[src/rtl/hazard_unit_mc_if.sv]
// Signal bundle between the pipeline control path and the multi-cycle hazard unit.
interface hazard_unit_mc_if #(
    parameter int unsigned RA_WIDTH   = 4,
    parameter int unsigned LAT_WIDTH  = 4,
    parameter int unsigned PERF_WIDTH = 16
);
    logic [RA_WIDTH-1:0]   RA1D, RA2D;
    logic [RA_WIDTH-1:0]   RA1E, RA2E, RA3E;
    logic                  RA3ValidE;
    logic [RA_WIDTH-1:0]   WA3E, WA3M, WA3W;
    logic                  RegWriteM, RegWriteW, MemtoRegE;
    logic                  BranchTakenE, PCWrPendingF, PCSrcW;
    logic                  StartMcE;
    logic [LAT_WIDTH-1:0]  McLatE;
    logic [1:0]            ForwardAE, ForwardBE, ForwardCE;
    logic                  StallF, StallD, StallE;
    logic                  FlushD, FlushE, FlushM;
    logic                  McBusy;
    logic [PERF_WIDTH-1:0] StallCount;

    modport master (
        output RA1D, RA2D, RA1E, RA2E, RA3E, RA3ValidE, WA3E, WA3M, WA3W,
               RegWriteM, RegWriteW, MemtoRegE, BranchTakenE, PCWrPendingF,
               PCSrcW, StartMcE, McLatE,
        input  ForwardAE, ForwardBE, ForwardCE, StallF, StallD, StallE,
               FlushD, FlushE, FlushM, McBusy, StallCount
    );

    modport slave (
        input  RA1D, RA2D, RA1E, RA2E, RA3E, RA3ValidE, WA3E, WA3M, WA3W,
               RegWriteM, RegWriteW, MemtoRegE, BranchTakenE, PCWrPendingF,
               PCSrcW, StartMcE, McLatE,
        output ForwardAE, ForwardBE, ForwardCE, StallF, StallD, StallE,
               FlushD, FlushE, FlushM, McBusy, StallCount
    );
endinterface

[src/rtl/hazard_unit_mc.sv]
// Pipeline hazard unit: forwarding, load-use stall, multi-cycle E sequencer
// and a saturating stall-cycle counter.
module hazard_unit_mc #(
    parameter int unsigned RA_WIDTH   = 4,
    parameter int unsigned LAT_WIDTH  = 4,
    parameter int unsigned PERF_WIDTH = 16
) (
    input  logic             clk,
    input  logic             reset,
    hazard_unit_mc_if.slave  hz
);
    typedef enum logic {IDLE = 1'b0, BUSY = 1'b1} state_t;

    state_t                state, state_next;
    logic [LAT_WIDTH-1:0]  cnt, cnt_next;
    logic [PERF_WIDTH-1:0] stall_count;
    logic                  lat_multi, mcstall, mc_busy, ldstall;
    logic [1:0]            fwd_a, fwd_b, fwd_c;
    logic                  stall_f, stall_d, stall_e, flush_d, flush_e, flush_m;

    // Register 15 is hard-wired and never forwarded; M has priority over W.
    function automatic logic [1:0] fwd_sel(input logic [RA_WIDTH-1:0] ra,
                                           input logic [RA_WIDTH-1:0] wa_m,
                                           input logic [RA_WIDTH-1:0] wa_w,
                                           input logic rw_m, input logic rw_w);
        logic [1:0] sel;
        sel = 2'b00;
        if (ra != '1) begin
            if (rw_m && (ra == wa_m))      sel = 2'b10;
            else if (rw_w && (ra == wa_w)) sel = 2'b01;
        end
        return sel;
    endfunction

    // Latency of 0 behaves as 1, so only 2 and up needs the sequencer.
    assign lat_multi = (hz.McLatE >= LAT_WIDTH'(2));

    // Sequencer state register.
    always_ff @(posedge clk) begin
        if (!reset) begin
            state <= IDLE;
            cnt   <= '0;
        end else begin
            state <= state_next;
            cnt   <= cnt_next;
        end
    end

    // Sequencer next state; StartMcE is ignored while the held op drains.
    always_comb begin
        state_next = state;
        cnt_next   = cnt;
        case (state)
            IDLE: begin
                if (hz.StartMcE && lat_multi) begin
                    state_next = BUSY;
                    cnt_next   = hz.McLatE - LAT_WIDTH'(1);
                end
            end
            BUSY: begin
                cnt_next = cnt - LAT_WIDTH'(1);
                if (cnt == LAT_WIDTH'(1)) state_next = IDLE;
            end
        endcase
    end

    // Sequencer outputs.
    always_comb begin
        mcstall = 1'b0;
        mc_busy = 1'b0;
        case (state)
            IDLE: mcstall = hz.StartMcE && lat_multi;
            BUSY: begin
                mcstall = (cnt >= LAT_WIDTH'(2));
                mc_busy = 1'b1;
            end
        endcase
    end

    assign ldstall = hz.MemtoRegE && ((hz.RA1D == hz.WA3E) || (hz.RA2D == hz.WA3E));

    // Stall/flush/forward; while reset is low the pipe is flushed and nothing stalls.
    always_comb begin
        fwd_a   = 2'b00;
        fwd_b   = 2'b00;
        fwd_c   = 2'b00;
        stall_f = 1'b0;
        stall_d = 1'b0;
        stall_e = 1'b0;
        flush_d = 1'b1;
        flush_e = 1'b1;
        flush_m = 1'b1;
        if (reset) begin
            fwd_a   = fwd_sel(hz.RA1E, hz.WA3M, hz.WA3W, hz.RegWriteM, hz.RegWriteW);
            fwd_b   = fwd_sel(hz.RA2E, hz.WA3M, hz.WA3W, hz.RegWriteM, hz.RegWriteW);
            if (hz.RA3ValidE)
                fwd_c = fwd_sel(hz.RA3E, hz.WA3M, hz.WA3W, hz.RegWriteM, hz.RegWriteW);
            stall_e = mcstall;
            flush_m = mcstall;
            stall_d = ldstall | mcstall;
            stall_f = ldstall | mcstall | hz.PCWrPendingF;
            // A held E instruction must never be killed.
            flush_e = (ldstall | hz.BranchTakenE) & ~mcstall;
            flush_d = (hz.PCWrPendingF | hz.PCSrcW | hz.BranchTakenE) & ~mcstall;
        end
    end

    // Saturating count of front-end stall cycles.
    always_ff @(posedge clk) begin
        if (!reset)
            stall_count <= '0;
        else if (stall_f && (stall_count != '1))
            stall_count <= stall_count + PERF_WIDTH'(1);
    end

    assign hz.ForwardAE  = fwd_a;
    assign hz.ForwardBE  = fwd_b;
    assign hz.ForwardCE  = fwd_c;
    assign hz.StallF     = stall_f;
    assign hz.StallD     = stall_d;
    assign hz.StallE     = stall_e;
    assign hz.FlushD     = flush_d;
    assign hz.FlushE     = flush_e;
    assign hz.FlushM     = flush_m;
    assign hz.McBusy     = reset & mc_busy;
    assign hz.StallCount = stall_count;
endmodule
[src/flat_wrapper.sv]
// flat-port wrapper written by rule: the top's interface ports become plain ports
module hazard_unit_mc_flat 
#(
    parameter int unsigned RA_WIDTH   = 4,
    parameter int unsigned LAT_WIDTH  = 4,
    parameter int unsigned PERF_WIDTH = 16
)
  (clk, reset, hz_RA1D, hz_RA2D, hz_RA1E, hz_RA2E, hz_RA3E, hz_RA3ValidE, hz_WA3E, hz_WA3M, hz_WA3W, hz_RegWriteM, hz_RegWriteW, hz_MemtoRegE, hz_BranchTakenE, hz_PCWrPendingF, hz_PCSrcW, hz_StartMcE, hz_McLatE, hz_ForwardAE, hz_ForwardBE, hz_ForwardCE, hz_StallF, hz_StallD, hz_StallE, hz_FlushD, hz_FlushE, hz_FlushM, hz_McBusy, hz_StallCount);
  hazard_unit_mc_if #(.RA_WIDTH(RA_WIDTH), .LAT_WIDTH(LAT_WIDTH), .PERF_WIDTH(PERF_WIDTH)) hz_i ();
  input  logic clk;
  input  logic reset;
  input wire logic [$bits(hz_i.RA1D)-1:0] hz_RA1D;
  input wire logic [$bits(hz_i.RA2D)-1:0] hz_RA2D;
  input wire logic [$bits(hz_i.RA1E)-1:0] hz_RA1E;
  input wire logic [$bits(hz_i.RA2E)-1:0] hz_RA2E;
  input wire logic [$bits(hz_i.RA3E)-1:0] hz_RA3E;
  input wire logic [$bits(hz_i.RA3ValidE)-1:0] hz_RA3ValidE;
  input wire logic [$bits(hz_i.WA3E)-1:0] hz_WA3E;
  input wire logic [$bits(hz_i.WA3M)-1:0] hz_WA3M;
  input wire logic [$bits(hz_i.WA3W)-1:0] hz_WA3W;
  input wire logic [$bits(hz_i.RegWriteM)-1:0] hz_RegWriteM;
  input wire logic [$bits(hz_i.RegWriteW)-1:0] hz_RegWriteW;
  input wire logic [$bits(hz_i.MemtoRegE)-1:0] hz_MemtoRegE;
  input wire logic [$bits(hz_i.BranchTakenE)-1:0] hz_BranchTakenE;
  input wire logic [$bits(hz_i.PCWrPendingF)-1:0] hz_PCWrPendingF;
  input wire logic [$bits(hz_i.PCSrcW)-1:0] hz_PCSrcW;
  input wire logic [$bits(hz_i.StartMcE)-1:0] hz_StartMcE;
  input wire logic [$bits(hz_i.McLatE)-1:0] hz_McLatE;
  output wire logic [$bits(hz_i.ForwardAE)-1:0] hz_ForwardAE;
  output wire logic [$bits(hz_i.ForwardBE)-1:0] hz_ForwardBE;
  output wire logic [$bits(hz_i.ForwardCE)-1:0] hz_ForwardCE;
  output wire logic [$bits(hz_i.StallF)-1:0] hz_StallF;
  output wire logic [$bits(hz_i.StallD)-1:0] hz_StallD;
  output wire logic [$bits(hz_i.StallE)-1:0] hz_StallE;
  output wire logic [$bits(hz_i.FlushD)-1:0] hz_FlushD;
  output wire logic [$bits(hz_i.FlushE)-1:0] hz_FlushE;
  output wire logic [$bits(hz_i.FlushM)-1:0] hz_FlushM;
  output wire logic [$bits(hz_i.McBusy)-1:0] hz_McBusy;
  output wire logic [$bits(hz_i.StallCount)-1:0] hz_StallCount;
  assign hz_i.RA1D = hz_RA1D;
  assign hz_i.RA2D = hz_RA2D;
  assign hz_i.RA1E = hz_RA1E;
  assign hz_i.RA2E = hz_RA2E;
  assign hz_i.RA3E = hz_RA3E;
  assign hz_i.RA3ValidE = hz_RA3ValidE;
  assign hz_i.WA3E = hz_WA3E;
  assign hz_i.WA3M = hz_WA3M;
  assign hz_i.WA3W = hz_WA3W;
  assign hz_i.RegWriteM = hz_RegWriteM;
  assign hz_i.RegWriteW = hz_RegWriteW;
  assign hz_i.MemtoRegE = hz_MemtoRegE;
  assign hz_i.BranchTakenE = hz_BranchTakenE;
  assign hz_i.PCWrPendingF = hz_PCWrPendingF;
  assign hz_i.PCSrcW = hz_PCSrcW;
  assign hz_i.StartMcE = hz_StartMcE;
  assign hz_i.McLatE = hz_McLatE;
  assign hz_ForwardAE = hz_i.ForwardAE;
  assign hz_ForwardBE = hz_i.ForwardBE;
  assign hz_ForwardCE = hz_i.ForwardCE;
  assign hz_StallF = hz_i.StallF;
  assign hz_StallD = hz_i.StallD;
  assign hz_StallE = hz_i.StallE;
  assign hz_FlushD = hz_i.FlushD;
  assign hz_FlushE = hz_i.FlushE;
  assign hz_FlushM = hz_i.FlushM;
  assign hz_McBusy = hz_i.McBusy;
  assign hz_StallCount = hz_i.StallCount;
  hazard_unit_mc #(.RA_WIDTH(RA_WIDTH), .LAT_WIDTH(LAT_WIDTH), .PERF_WIDTH(PERF_WIDTH)) u_core (.clk(clk), .reset(reset), .hz(hz_i));
endmodule
[config.mk]
export PLATFORM = sky130hd
export DESIGN_NAME = hazard_unit_mc_flat
export DESIGN_NICKNAME = d
export VERILOG_FILES = /design/src/rtl/hazard_unit_mc_if.sv /design/src/rtl/hazard_unit_mc.sv /design/src/flat_wrapper.sv
export SDC_FILE = /design/constraint.sdc
export NUM_CORES = 1
export LEC_CHECK = 0
export CAP_MARGIN = 20
export CORE_ASPECT_RATIO = 0.7
export CORE_UTILIZATION = 35
export CTS_CLUSTER_DIAMETER = 60
export DETAILED_ROUTE_END_ITERATION = 6
export MAX_ROUTING_LAYER = met4
export PLACE_DENSITY_LB_ADDON = 0.3
export SETUP_SLACK_MARGIN = 0.02
export SLEW_MARGIN = 20
export SYNTH_ARGS = -nofsm -noshare
export SYNTH_HDL_FRONTEND = slang
export SYNTH_SLANG_ARGS = --single-unit
[constraint.sdc]
create_clock -name clk -period 3.3 [get_ports clk]
set_clock_uncertainty 0.15 [all_clocks]
set_input_delay 0.99 -clock clk [delete_from_list [all_inputs] [get_ports clk]]
set_output_delay 0.99 -clock clk [all_outputs]
set_load 0.005 [all_outputs]
# Word level (Yosys, flattened, before mapping)
# Cells that the tools add are included.
# word_totals
reg_bits	21
output_inout_bits	29
word_cells	68
# classes
n_addsub	3
n_lt_le_gt_ge	2
n_eq_ne	14
n_mux	26
n_bitwise	10
n_reduce_logical	10
# ops
op	count
equality test 4 bit	8
two-way mux 2 bit	10
adder 16 x 1 -> 16 bit, second input constant	1
inequality test 16 bit, second input constant	1
two-way mux 1 bit	12
inequality test 4 bit, second input constant	3
logical AND 1 bit	9
greater-or-equal comparator 4 x 2 -> 1 bit, second input constant	2
one-hot mux 4 bit (2 select lines)	1
subtractor 4 x 1 -> 4 bit, second input constant	2
OR 1 bit	5
equality test 4 x 1 -> 1 bit, second input constant	1
two-way mux 4 bit	1
one-hot mux 1 bit (2 select lines)	2
AND 1 bit	3
inequality test 2 x 1 -> 1 bit, second input constant	1
NOT 1 bit	2
logical OR 1 bit	1

# Logic depth before layout (Yosys ltp)
# Gate-level depths: netlist of the first run.
# depth
ltp_word	7
depth_mapped	9
mapped_depth_nobuf	8

# Worst setup path before layout of the first run
# No wires, ideal clock.
# synth_timing
path_type	input to output
from	in hz_McLatE[0]
to	out hz_StallF
arrival_ns	2.378
t_required_ns	2.160
setup_slack_ns	-0.218
stages	8
cell_sequence	inv_1 -> ha_1 -> o41ai_4 -> a22oi_2 -> or2_1 -> buf_6 -> or2_1 -> and2_1
# synth_between
elab_chain_len	6
# synth_lines
item	line	source
start: declaration	flat_wrapper.sv:28	input wire logic [$bits(hz_i.McLatE)-1:0] hz_McLatE;
greater-or-equal comparator 4 x 2 -> 1 bit	hazard_unit_mc.sv:36	assign lat_multi = (hz.McLatE >= LAT_WIDTH'(2));
logical AND 1 bit	hazard_unit_mc.sv:72	IDLE: mcstall = hz.StartMcE && lat_multi;
one-hot mux 1 bit (2 select lines)	hazard_unit_mc.sv:71	case (state)
OR 1 bit (2 in a row)	hazard_unit_mc.sv:101	stall_f = ldstall | mcstall | hz.PCWrPendingF;
two-way mux 1 bit	hazard_unit_mc.sv:93	if (reset) begin
end: declaration	flat_wrapper.sv:32	output wire logic [$bits(hz_i.StallF)-1:0] hz_StallF;
# Every way passes these cells.

# Worst setup path in the final report of the first run
# Same ends and word-level chain as after synthesis.

==> run metrics, run 1 <==
outcome=finished with violations; failing checks=setup timing; IO Count=75; beginning of the critical path=hz_McLatE[0]; global placer's final weighted congestion=0.8917; Hold Slack=roughly 360 ps; die height=60.45 um; CP max FO=2; initial DRC count=93; top cells by count, synth=xnor2_1, dfxtp_1, nor2_1, nand2_1, nand3_1; first-pass GRT wire length=between 9000 and 10,000 um; area added between synthesis and finish=76.70%; Worst-path clk slew=80 ps; largest area contributor in the synthesized netlist=dfxtp_1; DRC Markers=0; H-tree depth=1; worst IR drop on VDD=~0.00024 V; Max Slew Vio Count=0; Placed Area=2776 um^2; vias after detailed routing=2,085; Synth Area in Compound Gates=17.44%; clock tree buffer depth=2; All-Layer GR Usage=24.84%; Worst-Margin Slew=450.5 ps; Avg Synthesized Cell Area=just over 8 um^2; Chip Width=85.49 um; async set-reset flop share out of synthesis=0%; vias in the first global route=between 1,500 and 2,000; max_slew headroom=a little over two thirds; top cells by area, synth=dfxtp_1, xnor2_1, xor2_1; Period Utilization, post-route=108.8%; Site Rows=20; Synth Area in XOR/XNOR=18.46%; Crit Path Class=in2out; max_cap viols=0; Yosys cell types=43; Power Density=between 200 and 300 nW/um^2; DRT Wirelength=6199 um; CP max-delay cell=o41ai_4; post-synthesis sequential area ratio=24.62%; Cell Area, Synth=~1700 um^2; Yosys top cell area share=24.62%; Num Clock Sinks=21; largest family of logic cells by synthesized area=simple AND/OR/NAND/NOR gates; simple-gate share of the synthesized area=28.64%; reg-to-reg startpoint=u_core.state; leakage power=1.320 nW; worst-path cell chain=buf_12, inv_12, ha_4, o41ai_4, a22oi_2, or2_1, or2_4, and2_4, buf_6; post-route ant nets=0; die area=5167 um^2; final core occ=about two thirds; Setup crit start kind=input port; Inserted Diodes=0; Final Setup Violations=3; Worst Hold Class=reg2reg; adder-cell share of the synthesized area=4.396%; # hold bufs at CTS=0; EDFF count, synth=0; hold path startpoint=u_core.hz.StallCount[9]; Place WS=-1295 ps; final instance area=a little over 3000 um^2; first-pass detailed-route iteration total=4; CORE AREA=4504 um^2; CP arrival=roughly 2500 ps; Initial Util=between 30 and 40%; DPL Wire Length=4410 um; setup slack, reg-to-reg=690 ps; CP peak stage delay=340 ps; largest net degree at the start of global routing=15; layout cells sized above 1=34.41%; Top FF cell, synth=dfxtp_1; Layout fillers=366; Stages on worst setup path=9; wire length per cell=15.69 um; post-synthesis cell count=210; mux share of post-synthesis cell area=2.930%; warnings from Yosys=0; # port buffers=74; fin crit period=roughly 3600 ps; Final WS setup=-290.3 ps; TritonCTS Buffers=3; Synth Register Bits=21; unrepaired setup endpoints after global routing=yes; initial antenna violation count=0; TritonCTS clock tree=built; reg2reg path depth=16; count leader, synth=xnor2_1; Final #Nets=393; CP endpoint kind=output pin; Largest delay share family, worst path=simple AND/OR/NAND/NOR gates; Pwr Total=between 0.7 and 0.8 mW; Reg-to-Reg End=u_core.state; Worst-Skew Late Latency=260 ps; worst path buffer plus inverter count=3; CP Data Required Time=2160 ps; fmax=about 0.28 GHz; Vias/cell=about 5.3; Net Count, Synth=262; CP Capture Point=hz_StallF; Root Driver=clkbuf_8; Final Hold Fails=0; grt ovf=0
-- kinds of logic (layout without fill, tap and decap cells) --
family,count (synthesis),count (layout)
buffers and inverters,12,142
xor gates and xnor gates,36,36
and+or+nand+nor,91,91
muxes,5,5
adders and majority gates,6,6
AOI/OAI and AO/OA,39,39
DFF,21,21
-- state kept, by name, indices dropped and copies added (netlist names) --
name,count
u_core.state,1
u_core.cnt,4
u_core.hz.StallCount,16
-- layer usage --
metal | vias to the layer above | share of wire, % | global-route usage [%]
met3 | 14 | 6.6 | 4.762
met2 | 82 | 46 | 40.46
met1 | 963 | 45 | 31.63
met4 | 0 | 1.7 | 7.857
li1 | 1026 | - | -
met5 | - | 0 | -
-- power breakdown --
group,internal (mW),total [mW],switching (mW)
combinational,0.180,0.326,0.145
clock,0.0843,0.173,0.0885
sequential,0.266,0.287,0.0207
-- worst min-delay path by stage --
stage,to,depth (start not counted)
floorplan,u_core.hz.StallCount[13],2
global placement,u_core.hz.StallCount[13],2
detailed placement,u_core.hz.StallCount[13],2
CTS,u_core.hz.StallCount[9],2
global route,u_core.hz.StallCount[9],2
finish,u_core.hz.StallCount[9],2
-- placed cells by master, fill, tap and decap left out, types with 3 or more instances in the layout --
master,synthesis,layout
nand3_1,13,13
and3_1,5,5
o21ai_0,8,6
dlygate4sd2_1,0,17
buf_4,0,52
nor4_2,0,3
xnor2_2,0,4
nor2_1,17,17
xnor2_1,24,20
clkdlybuf4s15_1,0,7
xor2_1,12,10
o21ai_2,1,3
inv_1,7,6
clkbuf_8,0,3
a21oi_1,9,7
ha_1,6,5
buf_2,0,11
nand2b_1,7,6
dfxtp_1,21,21
o211ai_1,3,3
nand2_1,16,14
clkbuf_2,0,11
nor3_1,5,5
buf_6,2,9
mux2i_1,5,5
and4_1,3,3
nand4_1,12,12
clkdlybuf4s50_1,0,21
-- layout make-up --
type	instances	area, um^2	area share (%)
inverter	7	38.79	1.285
timing repair buffer	131	1075	35.61
clock buffer	3	41.29	1.368
multi-input combinational	177	1369	45.36
sequential	21	420.4	13.93
tap	55	68.82	2.280
clock inverter	1	5.005	0.1658
-- through the flow --
step                setup TNS, ps  instances
finish                     -497.0        395
global route               -835.7        395
CTS                        -524.7        397
detailed placement         -12680        369
global placement           -11440        369
floorplan                  -209.0        210
-- worst reg2reg max path: cells and delay by family, from the launching register on --
family,cells,cell delay (ps)
and+or+nand+nor,2,180
DFF,1,490
buffers and inverters,13,1620
AOI/OAI and AO/OA,1,100
-- what timing repair did --
item,4_1_cts,5_1_grt
cloned,0,0
setup endpoints to repair,14,13
resized for setup,129,40
setup buffers,24,2
pin swaps,28,23
Note: power is estimated with default switching activity, not from simulation.
==> inputs of run 2 (changes only) <==
Settings changed: HOLD_SLACK_MARGIN set to 0.1, PLACE_DENSITY set to 0.76, PLACE_DENSITY_LB_ADDON 0.3 to unset.
==> run metrics, run 2 (synthesized netlist as in run 1, its figures left out) <==
outcome=finished with violations; failing checks=setup timing; Hold Slack=369.1 ps (+4.228 ps); hold path startpoint=u_core.hz.StallCount[9]; DPL Wire Length=4585 um (+4.0%); CORE AREA=4504 um^2 (unchanged); leakage power=1.351 nW (+2.3%); worst IR drop on VDD=0.0002573 V (+5.7%); fin crit period=3599 ps (+8.756 ps); CP Data Required Time=2160 ps (about the same); H-tree depth=1 (unchanged); reg-to-reg startpoint=u_core.state; Psw=0.2567 mW (+0.92%); Period Utilization, post-route=109.1% (+0.27 points); Worst Hold Class=reg2reg; global placer's final weighted congestion=0.9273 (+4.0%); max_cap viols=0 (unchanged); post-route ant nets=0 (unchanged); layout cells sized above 1=33.82% (-0.59 points); first-pass GRT wire length=9466 um (-0.22%); # hold bufs at CTS=0 (unchanged); most frequent cells in the layout=buf_4, clkdlybuf4s50_1, dfxtp_1, xnor2_1, dlygate4sd2_1; Largest register FFs=16 (unchanged); metal3 WL=416 um (+1.5%); Power Density=257.2 nW/um^2 (-1.1%); Pwr Total=0.7988 mW (+1.7%); CP max-delay cell=o41ai_4; worst-path cell chain=buf_12, inv_12, ha_4, o41ai_4, a22oi_2, or2_1, or2_4, and2_4, buf_6; CP max FO=2 (unchanged); initial antenna violation count=0 (unchanged); Final WS setup=-299.0 ps (-8.756 ps); fmax=0.2779 GHz (-0.24%); Num Clock Sinks=21 (unchanged); Vias/cell=5.281 (about the same); final instance area=3105 um^2 (+2.9%); Root Driver=clkbuf_8; routed wire length on met2=2888 um (+0.63%); vias after detailed routing=2,102 (+0.82%); first-pass detailed-route iteration total=4 (unchanged); IO Count=75 (unchanged); Largest delay share family, worst path=simple AND/OR/NAND/NOR gates; # port buffers=74 (unchanged); unrepaired setup endpoints after global routing=yes; wire length per cell=16.07 um (+2.4%); Final Setup Violations=4 (+1); Initial Util=37.92% (unchanged); CP arrival=2460 ps (about the same); Crit Path Class=in2out; Setup crit start kind=input port; CP peak stage delay=350 ps (about the same); Power Internal=0.5421 mW (+2.1%); beginning of the critical path=hz_McLatE[0]; Final Hold Fails=0 (unchanged); vias in the first global route=1,968 (-0.35%); DR top layer=met4; sw frac=32.14% (-0.26 points); Chip Width=85.49 um (unchanged); largest net degree at the start of global routing=15 (unchanged); Placed Area=2814 um^2 (+1.4%); die height=60.45 um (unchanged); DRC Markers=0 (unchanged); All-Layer GR Usage=24.50% (-0.34 points); commonest non-fill, non-tap cell in the layout=buf_4; Worst-Margin Slew=332.1 ps (-118.4 ps); die area=5167 um^2 (unchanged); DRT Wirelength=6396 um (+3.2%); setup TNS=-537.9 ps (-40.94 ps); Worst-path clk slew=80 ps (about the same); area added between synthesis and finish=81.83%; max_slew headroom=77.80% (+8.1 points); DRT met1 WL=3028 um (+7.7%); TritonCTS Buffers=3 (unchanged); Final #Nets=396 (+0.76%); CP endpoint kind=output pin; initial DRC count=141 (+52%); Comb power frac=42.7% (+1.2 points); clock tree buffer depth=2 (unchanged); Max Slew Vio Count=0 (unchanged); Clk pwr share=22.0% (about the same); Worst-Skew Late Latency=260 ps (about the same); TritonCTS clock tree=built; Seq pwr share=35.3% (-1.2 points); Inserted Diodes=0 (unchanged); worst path buffer plus inverter count=3 (unchanged); Site Rows=20 (unchanged); grt ovf=0 (unchanged); final core occ=68.94% (+1.9 points)
==> run 2: cell type report <==
class                   instances  area [um^2]
clock buffers                   4        45.04
flip-flops and latches         21        420.4
inverters                       7        38.79
fillers                       325         1399
multi-input cells             177         1390
well taps                      55        68.82
repair buffers                134         1142
==> run 2: layer usage <==
metal	vias to the layer above	track usage, %
li1	1029	-
met1	983	32.73
met2	82	38.97
met3	8	5.170
met4	0	4.524
met5	-	-
==> run 2: timing repair <==
| item | 4_1_cts | 5_1_grt |
|---|---|---|
| pin swaps | 30 | 15 |
| endpoints found under the setup margin | 14 | 15 |
| buffers inserted | 21 | 3 |
| resized for setup | 140 | 22 |
==> run 2: stage by stage <==
| stage | instances | setup WS [ps] |
|---|---|---|
| CTS | 397 | -349.6 |
| global route | 398 | -352.6 |
| global placement | 374 | -1249 |
| detailed placement | 374 | -1316 |
| finish | 398 | -299.0 |
| floorplan | 210 | -209.0 |
==> run 2: worst register-to-register path, delay by kind of cell, from the launching register on <==
family                 cells  cell delay, ps
AND/OR/NAND/NOR            2             180
flip-flops                 1             320
buffers and inverters     11            1520
AO/OA/AOI/OAI              2             200
==> run 2: path summary, 6_finish.rpt <==
kind | slack, ps | depth (start not counted) | to
max | -300 | 9 | hz_StallF
min | 370 | 2 | u_core.hz.StallCount[9]
max reg2reg | 860 | 15 | u_core.cnt[2]
min reg2reg | 370 | 2 | u_core.hz.StallCount[9]
==> run 2: power by group through the flow <==
stage          sequential [mW]  clock [mW]  combinational, mW
2_1_floorplan            0.284           0              0.124
3_3_place_gp             0.286           0              0.282
3_5_place_dp             0.287           0              0.289
4_1_cts                  0.281       0.176              0.317
5_1_grt                  0.283       0.187              0.363
6_report                 0.282       0.175              0.341
